**src/rtl/fifo_burst_reader.sv**
```systemverilog
// fifo_burst_reader
//   Consumer-side controller for a FIFO: drains a commanded burst of `len`
//   words from the FIFO head into a 1-deep output register and presents each
//   word on a valid/ready stream toward the systolic-array edge. One instance
//   feeds one array row or column.
//
// Optional feature (compile-time macro BURST_STALL_CNT_EN):
//   defined     -> stall_cnt counts RUN cycles spent waiting on an empty FIFO
//                  while words are still owed (16-bit, saturating, cleared on
//                  an accepted start, held after the burst).
//   not defined -> stall_cnt is tied to zero and no counter exists.
//
// Parameters
//   MAX_LEN   largest burst length; LW = $clog2(MAX_LEN+1) is the length width
//   DW        data word width
//
// Ports
//   clk         system clock, all logic on posedge
//   RST         synchronous, active-high reset
//   start       burst request, sampled only in IDLE
//   len         burst length in words (0..MAX_LEN), sampled with start
//   fifo_dat    FIFO head word, valid when !fifo_empty
//   fifo_empty  FIFO empty flag
//   fifo_pop    FIFO pop strobe (combinational, high only when a pop is taken)
//   out_data    registered word to the array
//   out_valid   out_data valid
//   out_ready   array accepts out_data this cycle
//   busy        high in RUN and DONE
//   done        1-cycle pulse after the last word of a burst is accepted
//   stall_cnt   empty-FIFO stall cycles of the current/last burst

module fifo_burst_reader #(
    parameter int MAX_LEN = 256,
    parameter int DW      = 32,
    localparam int LW     = $clog2(MAX_LEN + 1)
) (
    input  logic          clk,
    input  logic          RST,
    input  logic          start,
    input  logic [LW-1:0] len,
    input  logic [DW-1:0] fifo_dat,
    input  logic          fifo_empty,
    output logic          fifo_pop,
    output logic [DW-1:0] out_data,
    output logic          out_valid,
    input  logic          out_ready,
    output logic          busy,
    output logic          done,
    output logic [15:0]   stall_cnt
);

    typedef enum logic [1:0] {
        S_IDLE = 2'd0,
        S_RUN  = 2'd1,
        S_DONE = 2'd2
    } state_t;

    state_t        state;
    logic [LW-1:0] remain;
    logic          take;
    logic          remain_zero;

    assign remain_zero = (remain == '0);

    // A pop is taken only while words are still owed, the FIFO has data and
    // the output register is free or being emptied this same cycle. Gating
    // with RST keeps the FIFO untouched during a reset cycle.
    assign take = (state == S_RUN) && !remain_zero && !fifo_empty &&
                  (!out_valid || out_ready) && !RST;

    assign fifo_pop = take;

    // Burst FSM with registered outputs. In RUN, a take reloads the output
    // register; otherwise an accepted word empties it. The burst completes
    // once nothing is owed and the held word (if any) is accepted.
    always_ff @(posedge clk) begin
        if (RST) begin
            state     <= S_IDLE;
            remain    <= '0;
            out_data  <= '0;
            out_valid <= 1'b0;
            busy      <= 1'b0;
            done      <= 1'b0;
        end else begin
            case (state)
                S_IDLE: begin
                    done <= 1'b0;
                    if (start) begin
                        busy <= 1'b1;
                        if (len != '0) begin
                            remain <= len;
                            state  <= S_RUN;
                        end else begin
                            done  <= 1'b1;
                            state <= S_DONE;
                        end
                    end
                end
                S_RUN: begin
                    if (take) begin
                        out_data  <= fifo_dat;
                        out_valid <= 1'b1;
                        remain    <= remain - LW'(1);
                    end else if (out_valid && out_ready) begin
                        out_valid <= 1'b0;
                    end
                    if (remain_zero && (!out_valid || out_ready)) begin
                        out_valid <= 1'b0;
                        done      <= 1'b1;
                        state     <= S_DONE;
                    end
                end
                S_DONE: begin
                    done      <= 1'b0;
                    busy      <= 1'b0;
                    out_valid <= 1'b0;
                    state     <= S_IDLE;
                end
                default: begin
                    state <= S_IDLE;
                end
            endcase
        end
    end

`ifdef BURST_STALL_CNT_EN
    logic [15:0] stall_q;

    // Counts cycles the burst is starved by an empty FIFO while words are
    // still owed; saturates rather than wrapping so long stalls stay visible.
    always_ff @(posedge clk) begin
        if (RST) begin
            stall_q <= 16'h0;
        end else if (state == S_IDLE && start) begin
            stall_q <= 16'h0;
        end else if (state == S_RUN && !remain_zero && fifo_empty &&
                     stall_q != 16'hFFFF) begin
            stall_q <= stall_q + 16'd1;
        end
    end

    assign stall_cnt = stall_q;
`else
    assign stall_cnt = 16'h0;
`endif

endmodule

```
**config.mk**
```make
export PLATFORM = sky130hd
export DESIGN_NAME = fifo_burst_reader
export DESIGN_NICKNAME = d
export VERILOG_FILES = /design/src/rtl/fifo_burst_reader.sv
export SDC_FILE = /design/constraint.sdc
export NUM_CORES = 1
export LEC_CHECK = 0
export ABC_AREA = 1
export BUFFER_PORTS_ARGS = -buffer_cell sky130_fd_sc_hd__buf_2
export CAP_MARGIN = 25
export CELL_PAD_IN_SITES_DETAIL_PLACEMENT = 1
export CELL_PAD_IN_SITES_GLOBAL_PLACEMENT = 2
export CORE_MARGIN = 3
export CORE_UTILIZATION = 22
export CTS_BUF_LIST = sky130_fd_sc_hd__clkbuf_2 sky130_fd_sc_hd__clkbuf_4 sky130_fd_sc_hd__clkbuf_8
export DETAILED_ROUTE_END_ITERATION = 16
export PLACE_DENSITY_LB_ADDON = 0.1
export REMOVE_ABC_BUFFERS = 1
export SETUP_SLACK_MARGIN = 0.5
export SLEW_MARGIN = 20
export SYNTH_ARGS = -nofsm -noshare
export SYNTH_HDL_FRONTEND = slang
export SYNTH_SLANG_ARGS = --single-unit
```
**constraint.sdc**
```tcl
create_clock -name clk -period 1.5 [get_ports clk]
set_input_delay 0.225 -clock clk [delete_from_list [all_inputs] [get_ports clk]]
set_output_delay 0.225 -clock clk [all_outputs]
set_load 0.02 [all_outputs]
```
==> flow_metrics.env <==
export IMPL_status="finished, violations left"
export IMPL_violations="setup timing"
export IMPL_synth_largest_area_cell="dfxtp_1"
export IMPL_remaining_drc_errors=0
export IMPL_drtAntennaViolNets=0
export IMPL_fin_crit_ns=1.60
export IMPL_antenna_found_initial=0
export IMPL_cts_sinks=46
export IMPL_vias_per_cell=4.21
export IMPL_cts_root_buf="clkbuf_8"
export IMPL_synth_top_area_share_pct=41.0
export IMPL_final_hold_viol_count=0
export IMPL_grt_pass1_wl_microns=12300
export IMPL_p_per_area_mw_per_mm2=1020
export IMPL_rsz0062_at_grt="true"
export IMPL_nets=497
export IMPL_ios=98
export IMPL_layout_setup_ws_ns=-0.0978
export IMPL_syn_area_sq_mm=0.00225
export IMPL_ys_seq_area_share_pct=41.0
export IMPL_dieArea_sq_mm=0.0115
export IMPL_drive_gt1_share_pct=51.0
export IMPL_synthArstFlopShare_pct=0
export IMPL_core_sq_mm=0.00986
export IMPL_clockBufferDepth=2
export IMPL_holdCritPathClass="primary input to flop"
export IMPL_finalSetupTns_ns=-0.440
export IMPL_place_congestion=0.747
export IMPL_diodes=0
export IMPL_period_share_pct=107
export IMPL_ys_types=24
export IMPL_first_global_vias=2552
export IMPL_syn_inst=326
export IMPL_cp_required_ns=1.27
export IMPL_synth_edff_count=0
export IMPL_die_w_microns=107
export IMPL_end_kind="primary output"
export IMPL_pre_cts_ws_ns=-0.128
export IMPL_die_y_microns=107
export IMPL_drv_slew=0
export IMPL_max_freq_ghz=0.626
export IMPL_holdBufCountCts=0
export IMPL_post_drt_wl_per_cell_microns=13.5
export IMPL_num_rows=36
export IMPL_grtUsageTotal_pct=13.5
export IMPL_peakVddDrop_uv=387
export IMPL_grt_max_degree=43
export IMPL_p_leak_nw=1.65
export IMPL_cts_buffers=5
export IMPL_final_setup_viol_count=30
export IMPL_synth_area_leaders="dfxtp_1 41%, nand2_1 19%, a21oi_1 9.6%"
export IMPL_ys_seq_elements=46
export IMPL_drt_first_pass_iters=4
export IMPL_synth_ff_type="dfxtp_1"
export IMPL_start_util_pct=22.8
export IMPL_fin_skew_ns=0.0104
export IMPL_clk_latency_ns=0.30
export IMPL_syn_area_per_cell_sq_um=6.89
export IMPL_cts_tree="built"
export IMPL_worst_setup_path_start_kind="flop"
export IMPL_ff2ff_setup_slack_ns=-0.06
export IMPL_cap_violations=0
export IMPL_portBuffers=81
export IMPL_yosysMostFrequentCell="nand2_1"
export IMPL_hpwlAfterDp_microns=5590
export IMPL_syn_to_final_growth_pct=68.3
export IMPL_synth_common_cells="114 x nand2_1, 46 x dfxtp_1, 43 x a21oi_1"
export IMPL_drtIter0Drc=55
export IMPL_totalWireLength_microns=7810
export IMPL_critPathKind="flop to primary output"
export IMPL_critPathArrivalTime_ns=1.37
export IMPL_vias=2441
export IMPL_yosysWarnings=0
export IMPL_grt_overflow=0
export IMPL_critPathMaxFanout=6
export IMPL_htree_num_levels=2
export IMPL_clkTransAtPathRegs_ns=0.10
[cell usage in the layout (no fill, tap or decap), drive strengths merged]
cell type / n
nor2: 21
inv: 24
xor2: 2
buf: 128
a21oi: 43
ha: 5
dfxtp: 46
nand4: 3
o21ai: 10
conb: 16
nand3: 22
or2: 2
clkinv: 2
clkbuf: 6
nand2: 117
[worst max-delay path, stage by stage (launching register included)]
cell,delay (ns)
dfxtp_1,0.33
inv_2,0.10
nand2_1,0.10
nor2_4,0.16
nand3_4,0.10
nand3_4,0.11
inv_6,0.05
buf_6,0.12
[registers in the layout, summed over array words and instances (netlist names)]
| register | cells |
|---|---|
| done | 1 |
| busy | 1 |
| remain | 9 |
| out_valid | 1 |
| state | 2 |
| out_data | 32 |
[metal layers]
layer  global-route usage [%]  vias up  share of wire [%]
li1                         -     1236                  -
met1                     16.1     1140                 44
met2                     23.9       59                 49
met3                     4.09        6                6.0
met4                     2.74        0               0.83
met5                        0        -                  0
[power by group]
group | leakage [nW] | switching (W) | internal (W) | total (W)
Combinational | 1.21 | 0.000890 | 0.000757 | 0.00165
Sequential | 0.393 | 0.0000677 | 0.00132 | 0.00139
Clock | 0.0486 | 0.000459 | 0.000349 | 0.000808
Total | 1.65 | 0.00142 | 0.00243 | 0.00385
[cell families after synthesis]
family                     count (synthesis)  synth area share [%]
buffers and inverters                     55                  12.9
other                                      1                 0.167
DFF                                       46                  41.0
xor gates and xnor gates                   2                 0.780
AOI/OAI and AO/OA                         53                  11.8
and+or+nand+nor                          164                  30.6
adders and majority gates                  5                  2.78
[final timing paths]
check,from,endpoint,cells after the start
setup reg to reg,state[1],remain[8],10
hold / removal,fifo_dat[6],out_data[6],3
hold reg to reg,out_data[30],out_data[30],2
setup / recovery,remain[4],fifo_pop,7
[cell type report]
type                       count  area [sq um]
fill                        1235          6080
clock inverter                 2          13.8
timing repair buffer         128          1100
tap                          133           166
clock buffer                   6          76.3
inverter                      24          97.6
multi-input combinational    241          1360
sequential                    46           971
[timing repair]
item                                    4_1_cts  5_1_grt
pin swaps                                     5       17
gates resized for setup                     136       59
buffers inserted                              6        7
endpoints found under the hold margin         0        0
cloned                                        1        1
endpoints found under the setup margin       82       82
[per-stage QoR]
| step | std cells | util (%) | hold WS (ns) | total power (W) | cell area, sq um |
|---|---|---|---|---|---|
| after floorplan | 310 | - | 0.294 | 0.00203 | 2100 |
| after global placement | 557 | 29.9 | 0.449 | 0.00260 | 2950 |
| after detailed placement | 557 | 29.9 | 0.454 | 0.00260 | 2950 |
| after CTS | 572 | 35.2 | 0.141 | 0.00364 | 3470 |
| after global routing | 580 | 38.3 | 0.142 | 0.00412 | 3780 |
| final | 580 | 38.3 | 0.147 | 0.00385 | 3780 |
(Power assumes the default switching activity.)
